File: src/rtl/hwpe_stream_sink_sched_pkg.sv
// hwpe_stream_sink_sched_pkg
// Purpose: shared types for the sink job sequencer. The package holds the job
// record that sits in the job queue and is latched for the sink. It also holds
// the sequencer state encoding.
// Ports: none (package only).
package hwpe_stream_sink_sched_pkg;

  // Word-count width stored in the queue; the top converts its ports to and from it.
  localparam int unsigned SINK_SCHED_TRANS_CNT = 16;

  typedef struct packed {
    logic [31:0]                     addr;
    logic [SINK_SCHED_TRANS_CNT-1:0] words;
    logic [31:0]                     stride;
  } sink_sched_job_t;

  typedef enum logic [1:0] {
    SCHED_IDLE,
    SCHED_ISSUE,
    SCHED_WAIT_DONE
  } state_sink_sched_t;

endpackage

File: src/rtl/hwpe_stream_sink_sched_fifo.sv
// hwpe_stream_sink_sched_fifo
// Purpose: synchronous queue of sink jobs. Push and pop may happen in the same
// cycle. The queue has a synchronous flush and a first-word-visible head.
// Ports:
//   clk_i, rst_i   clock, synchronous active-high reset
//   flush_i        drop all entries (same effect as reset on the queue)
//   push_i/data_i  enqueue request and job (ignored when full)
//   pop_i          dequeue request (ignored when empty)
//   head_o         oldest job, valid while empty_o is low
//   full_o/empty_o occupancy flags, count_o current number of entries
module hwpe_stream_sink_sched_fifo
  import hwpe_stream_sink_sched_pkg::*;
#(
  parameter int unsigned DEPTH = 4
) (
  input  logic                   clk_i,
  input  logic                   rst_i,
  input  logic                   flush_i,
  input  logic                   push_i,
  input  sink_sched_job_t        data_i,
  input  logic                   pop_i,
  output sink_sched_job_t        head_o,
  output logic                   full_o,
  output logic                   empty_o,
  output logic [$clog2(DEPTH):0] count_o
);

  localparam int unsigned AW = $clog2(DEPTH);
  localparam int unsigned CW = AW + 1;

  sink_sched_job_t mem_q [DEPTH];
  logic [AW-1:0]   wrPtr_q;
  logic [AW-1:0]   rdPtr_q;
  logic [CW-1:0]   count_q;
  logic            doPush;
  logic            doPop;

  assign full_o  = (count_q == CW'(DEPTH));
  assign empty_o = (count_q == '0);
  assign count_o = count_q;
  assign head_o  = mem_q[rdPtr_q];
  assign doPush  = push_i && !full_o;
  assign doPop   = pop_i && !empty_o;

  // Pointers and occupancy; flush behaves exactly like reset for the queue.
  // DEPTH is a power of two, so the pointers wrap for free.
  always_ff @(posedge clk_i) begin
    if (rst_i || flush_i) begin
      wrPtr_q <= '0;
      rdPtr_q <= '0;
      count_q <= '0;
    end else begin
      if (doPush) wrPtr_q <= wrPtr_q + AW'(1);
      if (doPop)  rdPtr_q <= rdPtr_q + AW'(1);
      case ({doPush, doPop})
        2'b10:   count_q <= count_q + CW'(1);
        2'b01:   count_q <= count_q - CW'(1);
        default: count_q <= count_q;
      endcase
    end
  end

  // Storage array; contents need no reset because occupancy gates every read.
  always_ff @(posedge clk_i) begin
    if (doPush) mem_q[wrPtr_q] <= data_i;
  end

endmodule

File: src/rtl/hwpe_stream_sink_sched.sv
// hwpe_stream_sink_sched
// Purpose: job sequencer for one hwpe_stream_sink. Jobs from the control plane
// are queued. Each non-empty job is started on the sink with a req/ready
// handshake, and the sequencer then waits for the sink's done pulse.
// Completions are counted. Zero-length jobs complete without touching the sink.
// Ports:
//   clk_i, rst_i        clock, synchronous active-high reset
//   abort_i             flush queue, pulse sink_clear_o, return to idle
//   job_*               job push interface (valid/ready, addr, words, stride)
//   sink_ready_start_i  sink can accept a start
//   sink_done_i         sink finished the running job (1-cycle pulse)
//   sink_req_start_o    start request to the sink
//   sink_base_addr_o, sink_trans_size_o, sink_stride_o  job fields for the sink
//   sink_clear_o        1-cycle clear to the sink after an abort
//   busy_o              sequencer active or jobs pending
//   evt_done_o          1-cycle pulse per completed job
//   jobs_done_o         wrapping count of completed jobs
module hwpe_stream_sink_sched
  import hwpe_stream_sink_sched_pkg::*;
#(
  parameter int unsigned JOB_FIFO_DEPTH = 4,
  parameter int unsigned TRANS_CNT      = 16,
  parameter int unsigned CNT_WIDTH      = 16
) (
  input  logic                 clk_i,
  input  logic                 rst_i,
  input  logic                 abort_i,
  input  logic                 job_valid_i,
  output logic                 job_ready_o,
  input  logic [31:0]          job_addr_i,
  input  logic [TRANS_CNT-1:0] job_words_i,
  input  logic [31:0]          job_stride_i,
  input  logic                 sink_ready_start_i,
  input  logic                 sink_done_i,
  output logic                 sink_req_start_o,
  output logic [31:0]          sink_base_addr_o,
  output logic [TRANS_CNT-1:0] sink_trans_size_o,
  output logic [31:0]          sink_stride_o,
  output logic                 sink_clear_o,
  output logic                 busy_o,
  output logic                 evt_done_o,
  output logic [CNT_WIDTH-1:0] jobs_done_o
);

  localparam int unsigned QCW = $clog2(JOB_FIFO_DEPTH) + 1;

  state_sink_sched_t    state_q;
  sink_sched_job_t      latched_q;
  logic [CNT_WIDTH-1:0] jobsDone_q;
  logic                 evtDone_q;
  logic                 clear_q;

  sink_sched_job_t newJob;
  sink_sched_job_t headJob;
  sink_sched_job_t ctrlJob;
  logic            fifoFull;
  logic            fifoEmpty;
  logic [QCW-1:0]  fifoCount;
  logic [QCW-1:0]  nextCount;
  logic            push;
  logic            pop;
  logic            headZero;
  logic            issueActive;
  logic            nextNonEmpty;

  assign newJob = '{addr:   job_addr_i,
                    words:  SINK_SCHED_TRANS_CNT'(job_words_i),
                    stride: job_stride_i};

  // Abort drops a same-cycle push and blocks any pop, so the flushed queue stays empty.
  assign job_ready_o  = !fifoFull;
  assign push         = job_valid_i && !fifoFull && !abort_i;
  assign issueActive  = (state_q == SCHED_ISSUE) && !fifoEmpty && !abort_i;
  assign headZero     = (headJob.words == '0);
  assign pop          = issueActive && (headZero || sink_ready_start_i);
  // Queue occupancy after this edge, used to pick ISSUE or IDLE after a completion.
  assign nextCount    = fifoCount + QCW'(push) - QCW'(pop);
  assign nextNonEmpty = (nextCount != '0);

  hwpe_stream_sink_sched_fifo #(
    .DEPTH (JOB_FIFO_DEPTH)
  ) i_job_fifo (
    .clk_i   (clk_i),
    .rst_i   (rst_i),
    .flush_i (abort_i),
    .push_i  (push),
    .data_i  (newJob),
    .pop_i   (pop),
    .head_o  (headJob),
    .full_o  (fifoFull),
    .empty_o (fifoEmpty),
    .count_o (fifoCount)
  );

  // The sink sees the queue head while a start is pending and the latched copy otherwise.
  assign ctrlJob           = (state_q == SCHED_ISSUE) ? headJob : latched_q;
  assign sink_req_start_o  = issueActive && !headZero;
  assign sink_base_addr_o  = ctrlJob.addr;
  assign sink_trans_size_o = TRANS_CNT'(ctrlJob.words);
  assign sink_stride_o     = ctrlJob.stride;
  assign sink_clear_o      = clear_q;
  assign busy_o            = (state_q != SCHED_IDLE) || !fifoEmpty;
  assign evt_done_o        = evtDone_q;
  assign jobs_done_o       = jobsDone_q;

  // Sequencer FSM with its registered outputs, latched job copy and completion counter.
  // Abort wins over every state transition, and a done pulse in the abort cycle is not counted.
  always_ff @(posedge clk_i) begin
    if (rst_i) begin
      state_q    <= SCHED_IDLE;
      latched_q  <= '0;
      jobsDone_q <= '0;
      evtDone_q  <= 1'b0;
      clear_q    <= 1'b0;
    end else begin
      evtDone_q <= 1'b0;
      clear_q   <= abort_i;
      if (abort_i) begin
        state_q <= SCHED_IDLE;
      end else begin
        case (state_q)
          SCHED_IDLE: begin
            if (!fifoEmpty) state_q <= SCHED_ISSUE;
          end
          SCHED_ISSUE: begin
            if (pop && headZero) begin
              evtDone_q  <= 1'b1;
              jobsDone_q <= jobsDone_q + CNT_WIDTH'(1);
              state_q    <= nextNonEmpty ? SCHED_ISSUE : SCHED_IDLE;
            end else if (pop) begin
              latched_q <= headJob;
              state_q   <= SCHED_WAIT_DONE;
            end else if (fifoEmpty) begin
              state_q <= SCHED_IDLE;
            end
          end
          SCHED_WAIT_DONE: begin
            if (sink_done_i) begin
              evtDone_q  <= 1'b1;
              jobsDone_q <= jobsDone_q + CNT_WIDTH'(1);
              state_q    <= nextNonEmpty ? SCHED_ISSUE : SCHED_IDLE;
            end
          end
          default: state_q <= SCHED_IDLE;
        endcase
      end
    end
  end

endmodule
File: config.mk
export PLATFORM = sky130hd
export DESIGN_NAME = hwpe_stream_sink_sched
export DESIGN_NICKNAME = d
export VERILOG_FILES = /design/src/rtl/hwpe_stream_sink_sched_pkg.sv /design/src/rtl/hwpe_stream_sink_sched_fifo.sv /design/src/rtl/hwpe_stream_sink_sched.sv
export SDC_FILE = /design/constraint.sdc
export NUM_CORES = 1
export LEC_CHECK = 0
export ABC_AREA = 0
export CAP_MARGIN = 5
export CORE_UTILIZATION = 55
export CTS_CLUSTER_SIZE = 24
export DETAILED_ROUTE_END_ITERATION = 7
export GPL_ROUTABILITY_DRIVEN = 0
export GPL_TIMING_DRIVEN = 0
export MAX_ROUTING_LAYER = met4
export PLACE_DENSITY = 0.78
export SETUP_SLACK_MARGIN = 0.3
export SYNTH_ARGS = -nofsm -noshare
export SYNTH_HDL_FRONTEND = slang
export SYNTH_HIERARCHICAL = 1
export SYNTH_SLANG_ARGS = --single-unit
File: constraint.sdc
create_clock -name clk_i -period 6.7 [get_ports clk_i]
set_clock_uncertainty 0.05 [all_clocks]
set_input_delay 1.005 -clock clk_i [delete_from_list [all_inputs] [get_ports clk_i]]
set_output_delay 1.005 -clock clk_i [all_outputs]
set_load 0.02 [all_outputs]
==> Word-level counts from Yosys, hierarchy flattened <==
Memory sizes are Yosys's and may differ from the RTL's. A register that Yosys moved wholly into a read port is not among the register bits.
Index checks and enable logic that the tools add are counted.
W data, S select, Z words.
{ "totals": {"regBits": 107, "out_inout_bits": 101, "ramBits": 320, "memories": 1, "word_cells": 75, "in_bits": 86} }
{ "classes": {"n_mux": 19, "bitwise": 2, "addsub": 7, "n_reduce_logical": 27, "n_eq_ne": 9} }
{ "memory_table": {"columns": ["memory", "depth", "word_bits", "read_ports", "rd_ports_with_merged_regs", "write_ports", "line", "rtl"], "rows": [
  ["i_job_fifo.mem_q", 4, 80, 1, 1, 1, "hwpe_stream_sink_sched_fifo.sv:31", "sink_sched_job_t mem_q [DEPTH];"]
]} }
{ "ops": {"columns": ["cell", "count"], "rows": [
  ["$mux W80", 1],
  ["$mux W16", 2],
  ["$pmux W16 S2", 1],
  ["$add A16 B1 Y16 const B", 1],
  ["$logic_not A16 Y1", 1],
  ["$mux W2", 7],
  ["$logic_and A1 B1 Y1", 9],
  ["$reduce_and A4 Y1", 2],
  ["$pmux W2 S3", 1],
  ["$pmux W3 S2", 1],
  ["$reduce_bool A2 Y1", 3],
  ["$mux W1", 5],
  ["$add A2 B1 Y2 const B", 2],
  ["$eq A2 B1 Y1 const B", 2],
  ["$eq A2 B2 Y1 const B", 2],
  ["$logic_not A1 Y1", 4],
  ["$ne A2 B2 Y1 const B", 2],
  ["$ne A4 B2 Y1 const B", 1],
  ["$add A3 B1 Y3", 1],
  ["$add A3 B1 Y3 const B", 1],
  ["$eq A3 B3 Y1 const B", 1],
  ["$logic_not A3 Y1", 1],
  ["$logic_or A1 B1 Y1", 3],
  ["$reduce_and A3 Y1", 1],
  ["other kinds (8)", 9]
]} }

==> Longest topological paths before layout <==
{ "depth": {"depth_word": 10, "mapped_depth": 17} }

==> Cells and area by module <==
Netlist, hierarchy kept.
{ "by_module_without_submodules": {"columns": ["module", "seq_area_each_um2", "area_each_um2", "instances", "cells_per_inst"], "rows": [
  ["hwpe_stream_sink_sched_fifo", 9789.4, 11991.5, 1, 474],
  ["hwpe_stream_sink_sched", 2001.9, 4845.9, 1, 583]
]} }

==> Worst setup path before layout <==
No wires, ideal clock.
{ "synth_path": {"kind": "flip-flop to flip-flop", "startpoint": "register (tool-made name)", "endpoint": "register state_q[0]", "arrival_ns": 3.744, "path_slack_ns": 2.836, "stages_incl_launch_ff": 18, "setup_time_ns": 0.070, "period_less_slack_ns": 3.864, "required_time_ns": 6.580, "path_cell_list": "dfxtp_1 -> buf_2 -> buf_2 -> mux4_2 -> nor4_1 -> and4_1 -> buf_2 -> nor2_1 -> nor2_1 -> ha_1 -> inv_1 -> ha_1 -> fa_1 -> xnor2_1 -> xnor2_1 -> nor4_1 -> or4_1 -> a21oi_1"} }
{ "synth_lines": {"columns": ["item", "line", "rtl"], "rows": [
  ["end signal, assigned", "hwpe_stream_sink_sched.sv:129", "state_q <= nextNonEmpty ? SCHED_ISSUE : SCHED_IDLE;"],
  ["end signal, assigned", "hwpe_stream_sink_sched.sv:141", "state_q <= nextNonEmpty ? SCHED_ISSUE : SCHED_IDLE;"],
  ["end, declared", "hwpe_stream_sink_sched.sv:47", "state_sink_sched_t state_q;"]
]} }

==> impl_metrics.py <==
metrics = {
    "outcome": {
        "outcome": "complete, no violations",
    },
    "yosys": {
        "synthCells": 1057,
        "synth_cell_types": 47,
        "syn_nets": 1157,
        "netlist_area_um2": 16800,
        "synth_top_family_by_area": "multiplexers",
        "syn_area_per_cell_um2": 15.9,
        "synth_area_leaders": "edfxtp_1 57%, dfxtp_1 13%, mux4_2 11%",
        "synthFlopType": "edfxtp_1",
        "synth_edf_count": 320,
        "synthSimpleGateAreaFrac": 0.0649,
        "synth_top_area_share": 0.571,
        "synth_mux_area_frac": 0.162,
        "seq_area_frac_synth": 0.700,
        "async_flop_share": 0,
        "synth_xor_area_frac": 0.00260,
        "synth_warnings": 6,
        "ys_ff_latch": 429,
        "synth_adder_area_share": 0.0113,
        "synth_compound_area_frac": 0.0390,
        "yosys.area.top_type": "edfxtp_1",
    },
    "die": {
        "ioPinCount": 187,
        "core_area_um2": 29900,
        "fp.dieH_um": 177,
        "initial_core_util": 0.564,
        "rows": 63,
        "die_area_um2": 31300,
        "die_x_um": 177,
    },
    "global_routing": {
        "grt_pass1_wl_mm": 55.8,
        "grt_max_degree": 56,
        "overflow": 0,
        "first_global_vias": 10000,
        "grt.total_usage": 0.245,
        "grt_antenna_before_repair": 3,
    },
    "cts": {
        "cts-root-buf": "clkbuf_16",
        "cts_tree": "built",
        "cts_buffer_depth": 3,
        "path_clk_slew_ps": 60,
        "insertion_delay_ps": 530,
        "cts-htree-levels": 2,
        "postCtsSetupBuffers": 0,
        "hold_buffers": 0,
        "clkSinkCount": 429,
        "numCtsBuffers": 44,
        "ctsResizeCount": 0,
    },
    "setup_path": {
        "path_class": "reg -> out",
        "worstPathCellList": "clkbuf_2, clkbuf_1, mux4_2, nor4_1, and4_1, buf_2, nor2_1, clkdlybuf4s50_1",
        "end_kind": "output pin",
        "critPathRequiredTime_ps": 5640,
        "path_max_fanout": 10,
        "critical-path-top-delay-family": "buffers and inverters",
        "critPathArrivalTime_ps": 3920,
        "critical-path-slowest-cell": "nor4_1",
        "startpoint_type": "flip-flop",
        "critPathBufInv": 4,
        "cp_slowest_stage_delay_ps": 620,
    },
    "layout": {
        "nFillCells": 1980,
        "multi_input_area_um2": 4720,
        "syn_to_final_growth_pct": 23.1,
        "utilization": 0.694,
        "final_area_um2": 20700,
        "drive_above_1_share": 0.200,
        "regArea_um2": 11800,
        "finalNetCount": 1393,
    },
    "route": {
        "drc": 0,
        "ant_nets": 0,
        "drt-wirelength-per-cell_um": 21.1,
        "drt_iter0_drc": 747,
        "dr.pass1.iters": 6,
        "wirelength_mm": 36.4,
        "via_count": 9803,
        "viasPerCell": 5.70,
    },
    "pwr": {
        "powerDensity_nw_per_um2": 264,
        "total_power_w": 0.00547,
        "peakVddDrop_mv": 0.205,
        "leakagePower_nw": 6.71,
    },
    "timing": {
        "finalCritPeriodShare": 0.742,
        "setup_viol": 0,
        "hold_viol_final": 0,
        "fin_crit_ps": 4970,
        "slew_headroom": 0.381,
        "max_slew.worst_pin.slew_ps": 928,
        "drv_slew": 0,
        "rsz0062_at_grt": "false",
        "fmaxAchievable_mhz": 201,
        "tns_ps": 0,
        "layout_setup_ws_ps": 1730,
    },
    "place": {
        "place_ws_ps": 1860,
        "io_buffer_count": 186,
        "dp_hpwl_mm": 23.4,
        "dpl_cell_area_um2": 19300,
    },
    "hold_path": {
        "min_path_type": "reg -> reg",
    },
    "run": {
        "drv_cap": 0,
    },
}
final timing paths:
kind                                   start                          to  slack [ps]  cells past startpoint
setup reg to reg                   flip-flop     state_q[0]$_SDFFE_PP0P_        1760                     17
hold reg to reg   latched_q[10]$_SDFFE_PP0P_  latched_q[10]$_SDFFE_PP0P_         400                      2
setup / recovery                   flip-flop            sink_req_start_o        1730                      8
hold / removal    latched_q[10]$_SDFFE_PP0P_  latched_q[10]$_SDFFE_PP0P_         400                      2
worst min-delay path, delay by kind of cell, from the launching register on:
kind	cells	cell delay, ps
AND/OR/NAND/NOR	1	50
AO/OA/AOI/OAI	1	50
flip-flops	1	310
cell type report:
class / count / share of cell area
clock inverter: 18 / 0.00778
multi-input combinational: 548 / 0.228
clock buffer: 62 / 0.0608
sequential: 429 / 0.569
antenna: 3 / 0.000362
tap: 390 / 0.0235
inverter: 18 / 0.00326
timing repair buffer: 190 / 0.0947
buffer: 62 / 0.0130
cell usage after synthesis, types with 2 or more instances:
library cell and number:
clkbuf_1 35, nor2b_1 6, buf_2 21, fa_1 2, nand2_1 171, ha_1 12
mux2_2 81, inv_1 18, dfxtp_1 109, nand3_1 10, and4_1 2, xnor2_1 2
nor4_1 6, o31ai_1 7, xor2_1 3, o21ai_0 11, or4_1 8, nand4_1 2
or3_1 7, nor2_1 13, and3_2 4, and3_1 3, mux4_2 80, buf_1 2
clkbuf_2 3, a21oi_1 99, edfxtp_1 320
report_power, final:
group	internal [W]	leakage, nW	switching (W)
combinational	0.0000986	2.22	0.000103
sequential	0.00288	3.78	0.00000690
clock	0.00142	0.702	0.000958
registers in the layout (all words and copies together) (netlist names), named ones only:
signal and flops:
i_job_fifo/mem_q 320, latched_q 80, jobs_done_o 16, i_job_fifo/count_o 3, i_job_fifo/rdPtr_q 2, i_job_fifo/wrPtr_q 2, state_q 2, evt_done_o 1
sink_clear_o 1
metal layers:
layer	vias up	GRT usage	routed length (um)
met5	-	-	0
met4	0	0.0578	641
met3	40	0.0417	2270
met2	314	0.399	18100
met1	4950	0.323	15400
li1	4499	-	-
per-stage QoR:
stage | cells | hold WS, ps
after floorplan | 1057 | 384
after global placement | 1633 | 389
after detailed placement | 1637 | 396
after CTS | 1717 | 405
after global routing | 1720 | 426
final | 1720 | 403
cell usage in the layout, fill, tap and decap left out, types with 2 or more instances in the layout:
master	Yosys	layout
buf_16	0	3
o31ai_1	7	7
clkinv_1	0	5
clkbuf_2	3	3
nand2_1	171	171
clkinv_2	0	9
o21ai_0	11	11
clkbuf_8	0	7
nor4_1	6	6
nor2_1	13	13
buf_1	2	2
diode_2	0	3
clkbuf_16	0	45
a21oi_1	99	99
or4_1	8	8
nor2b_1	6	6
clkbuf_1	35	45
inv_1	18	18
clkdlybuf4s50_1	0	186
xnor2_1	2	2
and3_4	0	4
xor2_1	3	3
mux4_2	80	80
bufinv_16	0	3
and3_1	3	3
nand4_1	2	2
fa_1	2	2
ha_1	12	12
edfxtp_1	320	320
nand3_1	10	10
or3_1	7	7
dfxtp_1	109	109
and4_1	2	2
buf_2	21	21
mux2_2	81	81
cells by family after synthesis:
logic type,Yosys count
adders and majority gates,14
buffers and inverters,80
muxes,162
DFF,429
AOI/OAI and AO/OA,123
xor gates and xnor gates,5
and+or+nand+nor,244
No activity file was read; power rests on OpenSTA's default activity.
